==> src/rtl/timer_a_pkg.sv <==
// Shared constants and helpers for the Timer_A interrupt controller.
//   IV_W       : width of the TAxIV vector register
//   CCM_MAX    : largest supported number of capture/compare blocks
//   TAIV_NONE  : vector value when nothing is pending
//   TAIV_TAIFG : vector value for the overflow flag
//   ccr_iv(n)  : vector value for CCRn (n = 1..6)
package timer_a_pkg;

  localparam int unsigned IV_W    = 4;
  localparam int unsigned CCM_MAX = 7;

  typedef logic [IV_W-1:0] taiv_t;

  localparam taiv_t TAIV_NONE  = 4'd0;
  localparam taiv_t TAIV_TAIFG = 4'd14;

  // CCRn is reported as 2*n so the CPU can add TAxIV straight onto a jump table.
  function automatic taiv_t ccr_iv(input int n);
    return IV_W'(2 * n);
  endfunction

endpackage

==> src/rtl/timer_a_iv_encode.sv <==
// Fixed-priority encoder producing the TAxIV value from the pending set.
// The lowest-numbered pending CCR wins; the overflow flag has the lowest priority.
// Ports:
//   pend   in  NPEND  pending bits for CCR1..CCR(NPEND) (bit 0 = CCR1)
//   pend_t in  1      overflow pending
//   iv_c   out IV_W   encoded vector (combinational)
module timer_a_iv_encode
  import timer_a_pkg::*;
#(
  parameter int unsigned NPEND = 6
) (
  input  logic [NPEND-1:0] pend,
  input  logic             pend_t,
  output logic [IV_W-1:0]  iv_c
);

  // Scan from the lowest priority upward so the last hit is the winner.
  always_comb begin
    iv_c = pend_t ? TAIV_TAIFG : TAIV_NONE;
    for (int i = int'(NPEND) - 1; i >= 0; i--) begin
      if (pend[i]) iv_c = ccr_iv(i + 1);
    end
  end

endmodule

==> src/rtl/timer_a_int_ctrl.sv <==
// Timer_A interrupt controller: merges CCIFG/TAIFG flags with their enables into the
// INT0 (CCR0) and INT1 (CCR1..n, overflow) requests, holds the TAxIV vector register
// and issues flag-clear pulses for TAxIV reads and the CCR0 acknowledge.
// Build option:
//   TIMERA_INT_REG_EN defined   -> TAxINT0/TAxINT1 registered (1-cycle latency, reset 0)
//   TIMERA_INT_REG_EN undefined -> TAxINT0/TAxINT1 combinational
// Ports:
//   clk, rst_n    clock, asynchronous active-low reset
//   wTAIFG, wTAIE overflow flag and enable
//   wCCIFG, wCCIE capture/compare flags and enables (bit n = CCRn)
//   TAxIVread     CPU reads TAxIV this cycle
//   TAxCLR0       CPU acknowledges the INT0 vector this cycle
//   TAxIV         registered interrupt vector
//   TAxINT1       request for CCR1..n / overflow
//   TAxINT0       request for CCR0
//   TAIFGclr      clear pulse for TAIFG
//   CCIFGclr      clear pulses for CCIFG bits
module timer_a_int_ctrl
  import timer_a_pkg::*;
#(
  parameter int unsigned CCM_COUNT = 7
) (
  input  logic                 clk,
  input  logic                 rst_n,
  input  logic                 wTAIFG,
  input  logic                 wTAIE,
  input  logic [CCM_COUNT-1:0] wCCIFG,
  input  logic [CCM_COUNT-1:0] wCCIE,
  input  logic                 TAxIVread,
  input  logic                 TAxCLR0,
  output logic [IV_W-1:0]      TAxIV,
  output logic                 TAxINT1,
  output logic                 TAxINT0,
  output logic                 TAIFGclr,
  output logic [CCM_COUNT-1:0] CCIFGclr
);

  localparam int unsigned NPEND = CCM_COUNT - 1;

  if (CCM_COUNT < 2 || CCM_COUNT > CCM_MAX) begin : g_bad_count
    $error("timer_a_int_ctrl: CCM_COUNT must be in 2..7");
  end

  logic [CCM_COUNT-1:0] pend;
  logic                 pend_t;
  logic [IV_W-1:0]      iv_q;
  logic [IV_W-1:0]      iv_next_c;
  logic [CCM_COUNT-1:0] ccifg_clr_c;
  logic                 taifg_clr_c;
  logic [NPEND-1:0]     pend_hi_masked_c;
  logic                 pend_t_masked_c;
  logic                 int0_c;
  logic                 int1_c;

  // Only enabled flags can pend.
  assign pend   = wCCIFG & wCCIE;
  assign pend_t = wTAIFG & wTAIE;

  // Clear pulses decode the registered vector, so a reset that zeroes TAxIV also kills them.
  always_comb begin
    ccifg_clr_c    = '0;
    ccifg_clr_c[0] = TAxCLR0;
    for (int n = 1; n < int'(CCM_COUNT); n++) begin
      if (TAxIVread && (iv_q == ccr_iv(n))) ccifg_clr_c[n] = 1'b1;
    end
    taifg_clr_c = TAxIVread && (iv_q == TAIV_TAIFG);
  end

  // The flag being cleared is still set at this edge, so hide it from the next vector.
  assign pend_hi_masked_c = pend[CCM_COUNT-1:1] & ~ccifg_clr_c[CCM_COUNT-1:1];
  assign pend_t_masked_c  = pend_t & ~taifg_clr_c;

  timer_a_iv_encode #(
    .NPEND (NPEND)
  ) u_iv_encode (
    .pend   (pend_hi_masked_c),
    .pend_t (pend_t_masked_c),
    .iv_c   (iv_next_c)
  );

  // Vector register.
  always_ff @(posedge clk or negedge rst_n) begin
    if (!rst_n) iv_q <= TAIV_NONE;
    else        iv_q <= iv_next_c;
  end

  assign int0_c = pend[0];
  assign int1_c = (|pend[CCM_COUNT-1:1]) | pend_t;

`ifdef TIMERA_INT_REG_EN
  logic int0_q;
  logic int1_q;

  // Registered request outputs.
  always_ff @(posedge clk or negedge rst_n) begin
    if (!rst_n) begin
      int0_q <= 1'b0;
      int1_q <= 1'b0;
    end else begin
      int0_q <= int0_c;
      int1_q <= int1_c;
    end
  end

  assign TAxINT0 = int0_q;
  assign TAxINT1 = int1_q;
`else
  assign TAxINT0 = int0_c;
  assign TAxINT1 = int1_c;
`endif

  assign TAxIV    = iv_q;
  assign CCIFGclr = ccifg_clr_c;
  assign TAIFGclr = taifg_clr_c;

endmodule

==> config.mk <==
export PLATFORM = sky130hd
export DESIGN_NAME = timer_a_int_ctrl
export DESIGN_NICKNAME = d
export VERILOG_FILES = /design/src/rtl/timer_a_pkg.sv /design/src/rtl/timer_a_iv_encode.sv /design/src/rtl/timer_a_int_ctrl.sv
export SDC_FILE = /design/constraint.sdc
export NUM_CORES = 1
export LEC_CHECK = 0
export CORE_AREA = 5 5 42 44
export CTS_CLUSTER_SIZE = 8
export DETAILED_ROUTE_END_ITERATION = 7
export DIE_AREA = 0 0 47 49
export HOLD_SLACK_MARGIN = 0.12
export PLACE_DENSITY = 0.74
export SYNTH_ARGS = -nofsm -noshare
export SYNTH_HDL_FRONTEND = slang
export SYNTH_SLANG_ARGS = --single-unit
==> constraint.sdc <==
create_clock -name clk -period 2.8 [get_ports clk]
set_input_delay 0.56 -clock clk [delete_from_list [all_inputs] [get_ports clk]]
set_output_delay 0.56 -clock clk [all_outputs]
set_load 0.01 [all_outputs]
==> metrics list <==
* Commonest non-fill, non-tap cell in the layout: sky130_fd_sc_hd__clkdlybuf4s50_1
- In this run the horizontal extent of the chip is roughly 47 um.
- Summing every instance area after synthesis gives 322 um2.
- After the last flow step, the layout net total stands at 95.
- In this run, the number of DRC markers left after iteration 0 of detailed routing was 3.
- Wire length of the first global-routing pass: 1600 um
- Die Footprint: roughly 0.0023 mm2
* Maximum VDD drop: around 0.16 mV
* Total GRT Usage: 0.0944
* Clock Latency Late Sink: 0.23 ns
- The worst register-to-register path has a depth of 4.
* DRC violation count after routing: 0
- Number of buffers added for setup after CTS: 0
- 0 antenna diodes ended up in the layout.
- Largest net degree at the start of global routing: 9
- Required @ worst endpoint: 2.24 ns
- The worst setup path is of the input pin to output pin kind.
* Iteration count of the initial detailed-routing pass: 4
- Overall power consumption: 0.227 mW
* Most used cells in the layout excluding fill and tap cells: 30 x sky130_fd_sc_hd__clkdlybuf4s50_1, 8 x sky130_fd_sc_hd__nand2_1, 5 x sky130_fd_sc_hd__nor2_1, 3 x sky130_fd_sc_hd__dfrtp_1, 3 x sky130_fd_sc_hd__clkbuf_4
- Data arrives at the worst endpoint at roughly 2 ns.
* Hold crit path type: input pin to asynchronous set/reset pin
- Hold buffer count at CTS: 0
- The tree is rooted in a sky130_fd_sc_hd__clkbuf_4.
* Overall routed net length: 1050 um
- The count of nets left with antenna violations once routing finished came out at 0.
* Placed standard-cell area: 627 um2
- The via count of the first global-routing pass was 412.
- After routing the design area is 658 um2.
- STA classifies the critical path startpoint as an input pin.
- When the netlist entered floorplanning its net count stood at a little over 60.
* Synthesized area per cell: 7.66 um2
* TritonCTS buffer count: 3
- Total half-perimeter wirelength after legalization and detailed placement: 908 um
* Clock tree from TritonCTS: done
* Critical R2R Launch: TAxIV[1]$_DFF_PN0_
- Pwr per Cell Area: between 300 and 400 mW/mm2
* Number of failing hold endpoints at the final stage: 0
* Clock sink count: 3
* # rows: 14
- Input/output buffers: 30
* Number of top-level pins: 34
* Fraction of layout instances using a drive strength above 1: 0.0946
* Leakage power: 0.268 nW
- Worst Setup SP: TAxIVread
- Max-slew violations: 0
- Post-layout min period: 2.55 ns
- The initial utilization of the core area, before any placement, comes to 0.229.
- RSZ-0062 raised after global routing: no
- In this run the standard cell core region covers between 0.001 and 0.0015 mm2.
- Flip-flop and latch count after synthesis: 3
- The flow ran to the end, and the final reports show no timing, DRC or antenna violations.
* Wirelength per Cell: 11.7 um
- At the end of routability-driven placement, the weighted congestion stood at 0.725.
- The number of antenna violations at the first check in global routing is 0.
- The cell count after synthesis came out at 42.
* Area growth from synthesis to layout: 105%
- The worst register-to-register path ends at TAxIV[1]$_DFF_PN0_.
- Critical Path Fanout Max: 7
- Total Neg Setup Slack: 0 ns
- After filler insertion, the fill cell instance count of the layout stands at 153.
- Deepest level of the CTS H-tree: 1
* Maximum clock rate: just under 400 MHz
* Critical Path Sink Type: output pin
- Routed vias: 432
- Die outline height: 49 um
* Reg-to-reg setup timing slack: around 1.4 ns
- The register with the most flip-flops in the layout has 3 of them.
* Clk pin slew, worst setup/hold paths: 0.04 ns
- Final Skew: approximately 0.0034 ns
* Cells resized by post-CTS repair: 0
- Setup violations remaining at the end of the flow were counted as 0.
- Number of distinct library cells after synthesis: 24
- Number of maximum-capacitance constraint violations: 0
* Sequential element share of the synthesized area: 0.233
- For this run, the number of Yosys warnings is 0.
- Clock Path Buffers: 2
- Using the TritonRoute via totals, the vias-per-cell ratio works out to between 4 and 5.
* Grt total ovfl: 0
* Portion of the clock cycle consumed by the worst path in the final layout: 0.912
[cells in the mapped netlist (all sizes together)]
master	count	area, um2
nand4	1	6.26
conb	1	3.75
nand2	8	30.0
buf	2	15.0
and4	2	17.5
nor2b	1	6.26
and2	1	6.26
a211oi	1	7.51
nand4b	1	8.76
dfrtp	3	75.1
o21ai	1	5.00
inv	1	3.75
nor4	1	12.5
and4b	2	23.8
nor2	5	18.8
o211ai	1	7.51
nor3b	1	7.51
or2	3	18.8
and4bb	2	25.0
a21oi	1	5.00
nor3	1	5.00
o22ai	2	12.5
[per-stage QoR]
step / setup WS, ns / cells / utilization / hold WS, ns
2_1_floorplan: 1.28 / 42 / - / 0.264
3_3_place_gp: 0.188 / 86 / 0.447 / 0.743
3_5_place_dp: 0.132 / 86 / 0.447 / 0.751
4_1_cts: 0.123 / 90 / 0.466 / 0.507
5_1_grt: 0.134 / 90 / 0.470 / 0.520
6_report: 0.247 / 90 / 0.470 / 0.509
[how the worst max path moves through the flow]
| stage | depth (start not counted) | slack, ns | endpoint |
|---|---|---|---|
| 6_report | 4 | 0.25 | CCIFGclr[1] |
| 5_1_grt | 4 | 0.13 | CCIFGclr[1] |
| 4_1_cts | 4 | 0.12 | CCIFGclr[1] |
| 3_5_place_dp | 4 | 0.13 | CCIFGclr[1] |
| 3_3_place_gp | 4 | 0.19 | CCIFGclr[1] |
| 2_1_floorplan | 3 | 1.28 | TAxINT1 |
[routing by layer]
metal,global-route usage,up-vias,share of wire
met2,0.161,28,0.49
met5,0,-,0
met3,0.0295,0,0.15
met1,0.101,185,0.36
met4,0.0415,0,0
li1,-,219,-
[report_power, final]
part	internal, mW	switching, mW	leakage (nW)	total [mW]
clock	0.0533	0.0205	0.0150	0.0738
combinational	0.0597	0.0334	0.217	0.0931
sequential	0.0493	0.0104	0.0364	0.0596
total	0.162	0.0643	0.268	0.227
[worst max-delay path, cell delays in order]
cell                              delay [ns]
sky130_fd_sc_hd__clkdlybuf4s50_1        0.57
sky130_fd_sc_hd__nand2_1                0.09
sky130_fd_sc_hd__nor3_2                 0.19
sky130_fd_sc_hd__clkdlybuf4s50_1        0.58
[logic make-up (layout without fill, tap and decap cells)]
logic type | count (synthesis) | in the layout | share of synthesized area
buffers and inverters | 3 | 35 | 0.0583
other | 1 | 1 | 0.0117
and+or+nand+nor | 29 | 29 | 0.580
DFF | 3 | 3 | 0.233
AOI/OAI and AO/OA | 6 | 6 | 0.117
[layout make-up]
| cell class | instances | area, um2 | area share |
|---|---|---|---|
| sequential | 3 | 75.1 | 0.114 |
| tap | 16 | 20.0 | 0.0304 |
| clock buffer | 4 | 26.3 | 0.0399 |
| inverter | 1 | 3.75 | 0.00570 |
| multi-input combinational | 36 | 233 | 0.354 |
| timing repair buffer | 30 | 300 | 0.456 |
(Power assumes the default switching activity.)
